File: src/rtl/lastfrog_pkg.sv
// Shared game-state definitions for the frog game: state encodings, lives
// sizing and small lives helpers used by the lives manager and the display.
package lastfrog_pkg;

  localparam int MAX_LIVES = 3;
  localparam int LIVES_W   = 2;
  localparam int CNT_W     = 7;

  typedef enum logic [2:0] {
    IDLE      = 3'd0,
    PLAY      = 3'd1,
    DYING     = 3'd2,
    INVULN    = 3'd3,
    GAME_OVER = 3'd4
  } state_t;

  // Lives decrement that sticks at zero instead of wrapping.
  function automatic logic [LIVES_W-1:0] lives_dec_sat(input logic [LIVES_W-1:0] l);
    return (l == '0) ? '0 : l - 1'b1;
  endfunction

  // Clamp an integer life count into 0..MAX_LIVES.
  function automatic logic [LIVES_W-1:0] lives_clamp(input int n);
    if (n > MAX_LIVES) return LIVES_W'(MAX_LIVES);
    if (n < 0)         return '0;
    return LIVES_W'(n);
  endfunction

endpackage

File: src/rtl/frame_countdown.sv
// Loadable frame down-counter shared by the death pause and the
// invulnerability window. Advances once per frame_tick while enabled and
// stops at zero. count_next is the value the counter holds after this edge,
// so registered outputs derived from it line up with the stored count.
module frame_countdown
  import lastfrog_pkg::*;
(
  input  logic             clk,
  input  logic             rst_n,
  input  logic             en,
  input  logic             tick,
  input  logic             load,
  input  logic [CNT_W-1:0] load_val,
  output logic [CNT_W-1:0] count_next,
  output logic             last
);

  logic [CNT_W-1:0] count_q;
  logic [CNT_W-1:0] count_d;

  // Next count: a load takes priority over the per-frame decrement.
  always_comb begin
    count_d = count_q;
    if (load) begin
      count_d = load_val;
    end else if (en && tick && (count_q != '0)) begin
      count_d = count_q - 1'b1;
    end
  end

  // Count register; reset aborts any countdown in progress.
  always_ff @(posedge clk or negedge rst_n) begin
    if (!rst_n) count_q <= '0;
    else        count_q <= count_d;
  end

  assign count_next = count_d;
  assign last       = tick && (count_q == CNT_W'(1));

endmodule

File: src/rtl/lives_manager.sv
// Frog lives bookkeeping: accumulates collisions over each frame, removes at
// most one life per frame, and sequences death pause, respawn, blinking
// invulnerability and game over. All outputs are registered.
module lives_manager
  import lastfrog_pkg::*;
#(
  parameter int START_LIVES   = 3,
  parameter int DEATH_FRAMES  = 30,
  parameter int INVULN_FRAMES = 60,
  parameter int BLINK_SHIFT   = 3
) (
  input  logic               clk,
  input  logic               rst_n,
  input  logic               frame_tick,
  input  logic               collision,
  input  logic               start,
  output logic [LIVES_W-1:0] lives,
  output logic               game_over,
  output logic               frog_freeze,
  output logic               frog_visible,
  output logic               respawn,
  output logic [2:0]         state_dbg
);

  localparam logic [LIVES_W-1:0] START_L  = lives_clamp(START_LIVES);
  localparam logic [CNT_W-1:0]   DEATH_L  = CNT_W'(DEATH_FRAMES);
  localparam logic [CNT_W-1:0]   INVULN_L = CNT_W'(INVULN_FRAMES);

  state_t             state_q, state_d;
  logic [LIVES_W-1:0] lives_q, lives_d;
  logic               hit_flag_q, hit_flag_d;
  logic               game_over_q, game_over_d;
  logic               frog_freeze_q, frog_freeze_d;
  logic               frog_visible_q, frog_visible_d;
  logic               respawn_q, respawn_d;

  logic               cnt_en;
  logic               cnt_load;
  logic [CNT_W-1:0]   cnt_load_val;
  logic [CNT_W-1:0]   cnt_next;
  logic               cnt_last;

  frame_countdown u_countdown (
    .clk        (clk),
    .rst_n      (rst_n),
    .en         (cnt_en),
    .tick       (frame_tick),
    .load       (cnt_load),
    .load_val   (cnt_load_val),
    .count_next (cnt_next),
    .last       (cnt_last)
  );

  // Next-state, lives, hit accumulation and registered-output values.
  always_comb begin
    state_d      = state_q;
    lives_d      = lives_q;
    respawn_d    = 1'b0;
    cnt_en       = 1'b0;
    cnt_load     = 1'b0;
    cnt_load_val = '0;

    case (state_q)
      IDLE: begin
        if (start) begin
          state_d   = PLAY;
          lives_d   = START_L;
          respawn_d = 1'b1;
        end
      end
      PLAY: begin
        // A collision on the tick cycle itself still counts for this frame.
        if (frame_tick && (hit_flag_q || collision)) begin
          if (lives_q > LIVES_W'(1)) begin
            lives_d      = lives_dec_sat(lives_q);
            state_d      = DYING;
            cnt_load     = 1'b1;
            cnt_load_val = DEATH_L;
          end else begin
            lives_d = '0;
            state_d = GAME_OVER;
          end
        end
      end
      DYING: begin
        cnt_en = 1'b1;
        if (cnt_last) begin
          state_d      = INVULN;
          cnt_load     = 1'b1;
          cnt_load_val = INVULN_L;
          respawn_d    = 1'b1;
        end
      end
      INVULN: begin
        cnt_en = 1'b1;
        if (cnt_last) state_d = PLAY;
      end
      GAME_OVER: begin
        lives_d = '0;
        if (start) begin
          state_d   = PLAY;
          lives_d   = START_L;
          respawn_d = 1'b1;
        end
      end
      default: state_d = IDLE;
    endcase

    // Hits only accumulate in PLAY and never carry across a frame or a state change.
    if (frame_tick || (state_d != state_q)) begin
      hit_flag_d = 1'b0;
    end else if ((state_q == PLAY) && collision) begin
      hit_flag_d = 1'b1;
    end else begin
      hit_flag_d = hit_flag_q;
    end

    game_over_d    = (state_d == GAME_OVER);
    frog_freeze_d  = (state_d == IDLE) || (state_d == DYING) || (state_d == GAME_OVER);
    frog_visible_d = (state_d == INVULN) ? ~cnt_next[BLINK_SHIFT] : 1'b1;
  end

  // State and output registers.
  always_ff @(posedge clk or negedge rst_n) begin
    if (!rst_n) begin
      state_q        <= IDLE;
      lives_q        <= START_L;
      hit_flag_q     <= 1'b0;
      game_over_q    <= 1'b0;
      frog_freeze_q  <= 1'b1;
      frog_visible_q <= 1'b1;
      respawn_q      <= 1'b0;
    end else begin
      state_q        <= state_d;
      lives_q        <= lives_d;
      hit_flag_q     <= hit_flag_d;
      game_over_q    <= game_over_d;
      frog_freeze_q  <= frog_freeze_d;
      frog_visible_q <= frog_visible_d;
      respawn_q      <= respawn_d;
    end
  end

  assign lives        = lives_q;
  assign game_over    = game_over_q;
  assign frog_freeze  = frog_freeze_q;
  assign frog_visible = frog_visible_q;
  assign respawn      = respawn_q;
  assign state_dbg    = state_q;

endmodule

File: config.mk
export PLATFORM = sky130hd
export DESIGN_NAME = lives_manager
export DESIGN_NICKNAME = d
export VERILOG_FILES = /design/src/rtl/lastfrog_pkg.sv /design/src/rtl/frame_countdown.sv /design/src/rtl/lives_manager.sv
export SDC_FILE = /design/constraint.sdc
export NUM_CORES = 1
export LEC_CHECK = 0
export ABC_AREA = 1
export BUFFER_PORTS_ARGS = -buffer_cell sky130_fd_sc_hd__buf_2
export CAP_MARGIN = 10
export CORE_MARGIN = 5
export CORE_UTILIZATION = 40
export DETAILED_ROUTE_END_ITERATION = 6
export PLACE_DENSITY = 0.6
export SLEW_MARGIN = 20
export SYNTH_ARGS = -nofsm -noshare
export SYNTH_HDL_FRONTEND = slang
export SYNTH_SLANG_ARGS = --single-unit
File: constraint.sdc
create_clock -name clk -period 2.1 [get_ports clk]
set_input_delay 0.42 -clock clk [delete_from_list [all_inputs] [get_ports clk]]
set_output_delay 0.42 -clock clk [all_outputs]
set_load 0.05 [all_outputs]
==> run metrics, run 1 <==
pwr dens=1560 nW/µm²; die area=3610 µm²; Final Skew=1.31 ps; Critical Path RT=1680 ps; outcome=complete, no violations; # clock sinks=17; Seq/Total Area, Yosys=42.8%; initial antenna violation count=0; final net count=163; post-synth top area cell=dfrtp_1; post-place setup slack=615 ps; Top delay family on crit path=flip-flops; I/O Pins=14; CP max stage delay=570 ps; Clock Tree Buf Depth=2; fmax=0.649 GHz; buffers plus inverters on the worst setup path=1; synth top area cells=dfrtp_1 32%, nand2_1 13%, dfstp_2 10%, inv_1 8.2%, nor2_1 7.8%; Tcrit/Tclk final=73.4%; combinational power share=56.2%; P_sw=0.940 mW; P_int=0.833 mW; Initial DRT Pass Iterations=4; DR vias/cell=4.82; routed vias=887; RSZ-0062 raised after global routing=no; port bufs=13; worst hold slack=35.2 ps; Clock power frac=9.8%; final setup fails=0; Ys Warns=0; crit-path max FO=4; kind of critical path=register to output port; Clock Latency Late Sink=290 ps; Setup crit start kind=register; post-CTS setup buffer count=0; HP Class=input pin to async pin; hold_buf cts=0; # diodes=0; post-CTS sizing=0; CP max-delay cell=dfstp_2; mapped cell area=1000 µm²; area delta synth->final=12.8%; Crit. Startpoint=lives[1]; CP Capture Type=output port; Critical Path AT=1120 ps; Max-Cap Viols=0; Synth cell types=20; Finished Cell Area=1130 µm²; synthesized flop and latch total=17; layout cells sized above 1=24.0%; Clock transition at path regs=90 ps; placed standard-cell area=1110 µm²; die height=60.1 µm; final hold violations=0; first-pass GRT wire length=3600 µm; Syn Nets=145; 1st-iter DRT viols=35; sequential share of power=34.0%; Initial Util=41.3%; VDD IR max=846 µV; worst-margin pin slew=384 ps; Final min period=1540 ps; r2r startpoint=u_countdown.count_q[0]; Synth top area share=32.4%; Worst Setup Slack, final=559 ps; CTS tree=built; Num CTS Buffers=3; H-tree depth=1; Rel. slew slack=74.4%; DRT antenna net count=0; largest net degree at the start of global routing=18; setup TNS=0 ps; FF-to-FF End=u_countdown.count_q[1]; vias in the first global route=860; LEAKAGE=0.633 nW; R2R Setup Slk=600 ps; Die Width=60.1 µm; gr usage total=13.3%; Cells after Synth=137; WL final=2080 µm; worst path cell trace=buf_2; mean area per synthesized cell=7.33 µm²; power consumption=1.77 mW; row cnt=18; drt drc=0; Slew Viols, Final=0; WL/cell=11.3 µm; switch share=53.0%; routability cong.=0.834; reg2reg path depth=10; Root Driver=clkbuf_4; post-detail-place hpwl=1650 µm; CORE AREA=2430 µm²; total gr overflow=0
## layout by cell type, fill, tap and decap left out, drive strengths merged
cell type	n
a21oi	3
a31o	2
buf	13
clkbuf	4
clkinv	1
dfrtp	13
dfstp	4
ha	3
inv	24
nand2	40
nand3	13
nand4	2
nor2	25
nor3	2
nor4	1
o21ai	3
xor2	1
## cell usage after synthesis (all sizes together)
| library cell | number |
|---|---|
| nand2 | 40 |
| nand3 | 13 |
| nor2 | 25 |
| nand4 | 2 |
| dfrtp | 13 |
| o21ai | 3 |
| a21oi | 3 |
| a31o | 2 |
| clkinv | 1 |
| nor3 | 2 |
| inv | 24 |
| ha | 3 |
| xor2 | 1 |
| nor4 | 1 |
| dfstp | 4 |
## flip-flops by register name, summed over array words and instances (netlist names)
signal               flops
u_countdown.count_q      7
hit_flag_q               1
game_over                1
respawn                  1
state_dbg                3
frog_freeze              1
frog_visible             1
lives                    2
## metal layers
metal	wire length (µm)	track usage, %	vias to the layer above
met5	0	0	-
met4	61	6.65	0
met3	153	3.46	8
met2	960	21.9	28
met1	901	15.9	396
li1	-	-	455
## through the flow
| stage | util, % | instances |
|---|---|---|
| 3_5_place_dp | 45.5 | 180 |
| 6_report | 46.6 | 184 |
| 5_1_grt | 46.6 | 184 |
| 4_1_cts | 46.6 | 184 |
| 2_1_floorplan | - | 137 |
| 3_3_place_gp | 45.5 | 180 |
## area by class of cell
class                   count  area (µm²)
fillers                   252        1300
multi-input cells          95         479
flip-flops and latches     17         430
inverters                  25        95.1
repair buffers             13        65.1
well taps                  30        37.5
clock buffers               4        26.3
## power by group through the flow
stage	clock network [mW]	registers, mW	logic (mW)
2_1_floorplan	0	0.829	0.556
3_3_place_gp	0	0.605	0.987
3_5_place_dp	0	0.609	0.999
4_1_cts	0.187	0.602	1.00
5_1_grt	0.201	0.625	1.12
6_report	0.175	0.602	0.996
## how the worst max path moves through the flow
stage	end	slack [ps]	cells after the start
after detailed placement	u_countdown.count_q[6]	610	10
after global routing	u_countdown.count_q[6]	420	10
after CTS	lives[1]	540	1
final	lives[1]	560	1
after global placement	u_countdown.count_q[1]	660	10
after floorplan	u_countdown.count_q[6]	600	7
## kinds of logic (layout without fill, tap and decap cells)
group                      after synthesis  in the layout  share of synthesized area, %
AOI/OAI and AO/OA                        8              8                          4.73
xor gates and xnor gates                 1              1                         0.872
adders and majority gates                3              3                          3.74
buffers and inverters                   25             42                          9.46
DFF                                     17             17                          42.8
and+or+nand+nor                         83             83                          38.4
No activity file was read; power rests on OpenSTA's default activity.
==> run 2: changes to the inputs <==
--- a/config.mk
+++ b/config.mk
@@ -5,13 +5,13 @@
 export SDC_FILE = /design/constraint.sdc
 export NUM_CORES = 1
 export LEC_CHECK = 0
-export ABC_AREA = 1
+export ABC_AREA = 0
 export BUFFER_PORTS_ARGS = -buffer_cell sky130_fd_sc_hd__buf_2
 export CAP_MARGIN = 10
 export CORE_MARGIN = 5
 export CORE_UTILIZATION = 40
 export DETAILED_ROUTE_END_ITERATION = 6
-export PLACE_DENSITY = 0.6
+export PLACE_DENSITY = 0.63
 export SLEW_MARGIN = 20
 export SYNTH_ARGS = -nofsm -noshare
 export SYNTH_HDL_FRONTEND = slang
==> constraint.sdc (replaced) <==
create_clock -name clk -period 1.4 [get_ports clk]
set_input_delay 0.28 -clock clk [delete_from_list [all_inputs] [get_ports clk]]
set_output_delay 0.28 -clock clk [all_outputs]
set_load 0.05 [all_outputs]
==> run 2 against run 1 <==
Net effect:
- the flow now finishes with violations (setup timing)
- via count decreased by 5.0%
- power rose by 57%
- clock-buffer cell count is the same
- critical path type is now register to register
- largest cell class unchanged
==> run metrics, run 2 <==
first-pass GRT wire length=3710 µm (+2.9%); Slew Viols, Final=0 (unchanged); initial antenna violation count=0 (unchanged); Synth cell types=40 (+100%); Seq/Total Area, Yosys=47.1% (+4.2 points); layout cells sized above 1=49.2% (+25 points); Synth top cells by count=13 x dfrtp_1, 9 x nor2_1, 6 x inv_1, 6 x nand2_1, 5 x o21ai_0; Critical Path RT=1600 ps (-80 ps); Clock Latency Late Sink=300 ps (about the same); CP Capture Type=register; post-detail-place hpwl=1570 µm (-4.7%); final net count=139 (-15%); post-place setup slack=-321 ps (-936 ps); Die Width=57.8 µm (-3.8%); CORE AREA=2190 µm² (-9.9%); Ys Warns=0 (unchanged); CP max-delay cell=or4_4; vias in the first global route=816 (-5.1%); WL final=2320 µm (+12%); Syn Nets=99 (-32%); drt drc=0 (unchanged); crit-path max FO=6 (+2); Tcrit/Tclk final=119%; most frequent cells in the layout=20 x buf_4, 10 x dfrtp_1, 9 x buf_2, 7 x nor2_1, 6 x buf_6; failing checks=setup timing; worst-margin pin slew=378 ps (-5.36 ps); commonest non-fill, non-tap cell in the layout=buf_4; Clock transition at path regs=100 ps (about the same); post-layout util=59.7% (+13 points); kind of critical path=register to register; Final min period=1660 ps; HP Class=input pin to register; 1st-iter DRT viols=9 (-74%); Final Skew=0.940 ps (-0.367 ps); ys flop type=dfrtp_1; Synth top area share=35.6% (+3.2 points); pwr dens=2130 nW/µm² (+36%); RSZ-0062 raised after global routing=yes; Max-Cap Viols=0 (unchanged); H-tree depth=1 (unchanged); Initial Util=41.7% (+0.44 points); synth top area cells=dfrtp_1 36%, dfstp_2 11%, ha_1 4.1%, nor2_1 3.7%, o21ai_0 2.7%; final setup fails=11 (+11); Reg with most FFs=u_countdown.count_q; # clock sinks=17 (unchanged); largest net degree at the start of global routing=18 (unchanged); Rel. slew slack=74.8% (+0.36 points); power consumption=2.79 mW (+57%); Num CTS Buffers=3 (unchanged); worst hold slack=190 ps (+155 ps); final hold violations=0 (unchanged); placed standard-cell area=1120 µm² (+1.5%); die area=3340 µm² (-7.5%); VDD IR max=1110 µV (+31%); gr usage total=14.6% (+1.3 points); Critical Path AT=1860 ps (+740 ps); area delta synth->final=43.1%; outcome=finished, violations left; LEAKAGE=0.599 nW (-5.3%); R2R Setup Slk=-260 ps (-860 ps); synthesized flop and latch total=17 (unchanged); asr flop ratio synth=100% (unchanged); Cells after Synth=91 (-34%); number of flip-flops in the largest register=7 (unchanged); Post-synth EDFFs=0 (unchanged); post-synth top area cell=dfrtp_1; DRT antenna net count=0 (unchanged); Clock Tree Buf Depth=2 (unchanged); Root Driver=clkbuf_4; worst path cell trace=or3_4, or4_4, a21bo_1; routed vias=843 (-5.0%); Finished Cell Area=1310 µm² (+15%); CTS tree=built; Setup crit start kind=register; mapped cell area=915 µm² (-9.0%); # diodes=0 (unchanged); DR vias/cell=5.34 (+11%); mean area per synthesized cell=10.1 µm² (+37%); most common cell in the synthesized netlist=dfrtp_1; Worst Setup Slack, final=-263 ps (-821 ps); Initial DRT Pass Iterations=4 (unchanged); fmax=0.601 GHz; routability cong.=0.879 (+5.4%); WL/cell=14.7 µm (+30%); die height=57.8 µm (-3.8%); CP max stage delay=550 ps (-20 ps); total gr overflow=0 (unchanged); port bufs=13 (unchanged); I/O Pins=14 (unchanged); row cnt=17 (-1)
## run 2: layer usage
layer	global-route usage (%)	vias to the layer above	wire length (µm)
li1	-	406	-
met2	23.4	22	1210
met1	19.1	410	960
met3	2.90	5	101
met5	0	-	0
met4	5.96	0	44
## run 2: cell type report
class	instances	area [µm²]
clock buffers	4	26.3
fillers	180	882
inverters	6	22.5
multi-input cells	66	503
flip-flops and latches	17	434
well taps	28	35.0
repair buffers	37	288
## run 2: critical path: cells and delay by family, from the launching register on
family | cells | cell delay [ps]
AO/OA/AOI/OAI | 1 | 220
flip-flops | 1 | 400
AND/OR/NAND/NOR | 2 | 940
## run 2: logic make-up after synthesis
logic type	after synthesis	synth area share, %
mux	1	1.09
flops	17	47.1
fa+ha+maj	3	4.10
simple gates	37	23.3
buf+inv	8	4.10
compound gates	21	16.6
xor+xnor	4	3.83
## run 2: through the flow
| step | setup TNS [ps] | std cells |
|---|---|---|
| after floorplan | -2400 | 91 |
| after global placement | -1840 | 146 |
| after detailed placement | -2250 | 146 |
| after CTS | -2310 | 153 |
| after global routing | -3050 | 158 |
| final | -2160 | 158 |
## run 2: worst paths after layout
kind,from,end,depth (start not counted)
hold / removal,frame_tick,hit_flag_q,2
min in group asynchronous,rst_n,game_over,2
hold reg to reg,state_dbg[2],state_dbg[1],2
setup reg to reg,u_countdown.count_q[4],u_countdown.count_q[1],3
setup / recovery,u_countdown.count_q[4],u_countdown.count_q[1],3
max in group asynchronous,rst_n,lives[0],2
## run 2: where the power goes
group	internal [mW]	total (mW)	switching [mW]	leakage, nW
logic	0.778	1.67	0.896	0.386
registers	0.701	0.833	0.132	0.198
clock network	0.111	0.279	0.168	0.0150
total	1.59	2.79	1.20	0.599
## run 2: repair_timing
item                                   CTS  global route
resized for setup                       16            13
hold buffers                             1             0
pin swaps                                4             7
endpoints found under the hold margin   13             0
buffers inserted                         2             5
setup endpoints to repair               14            17
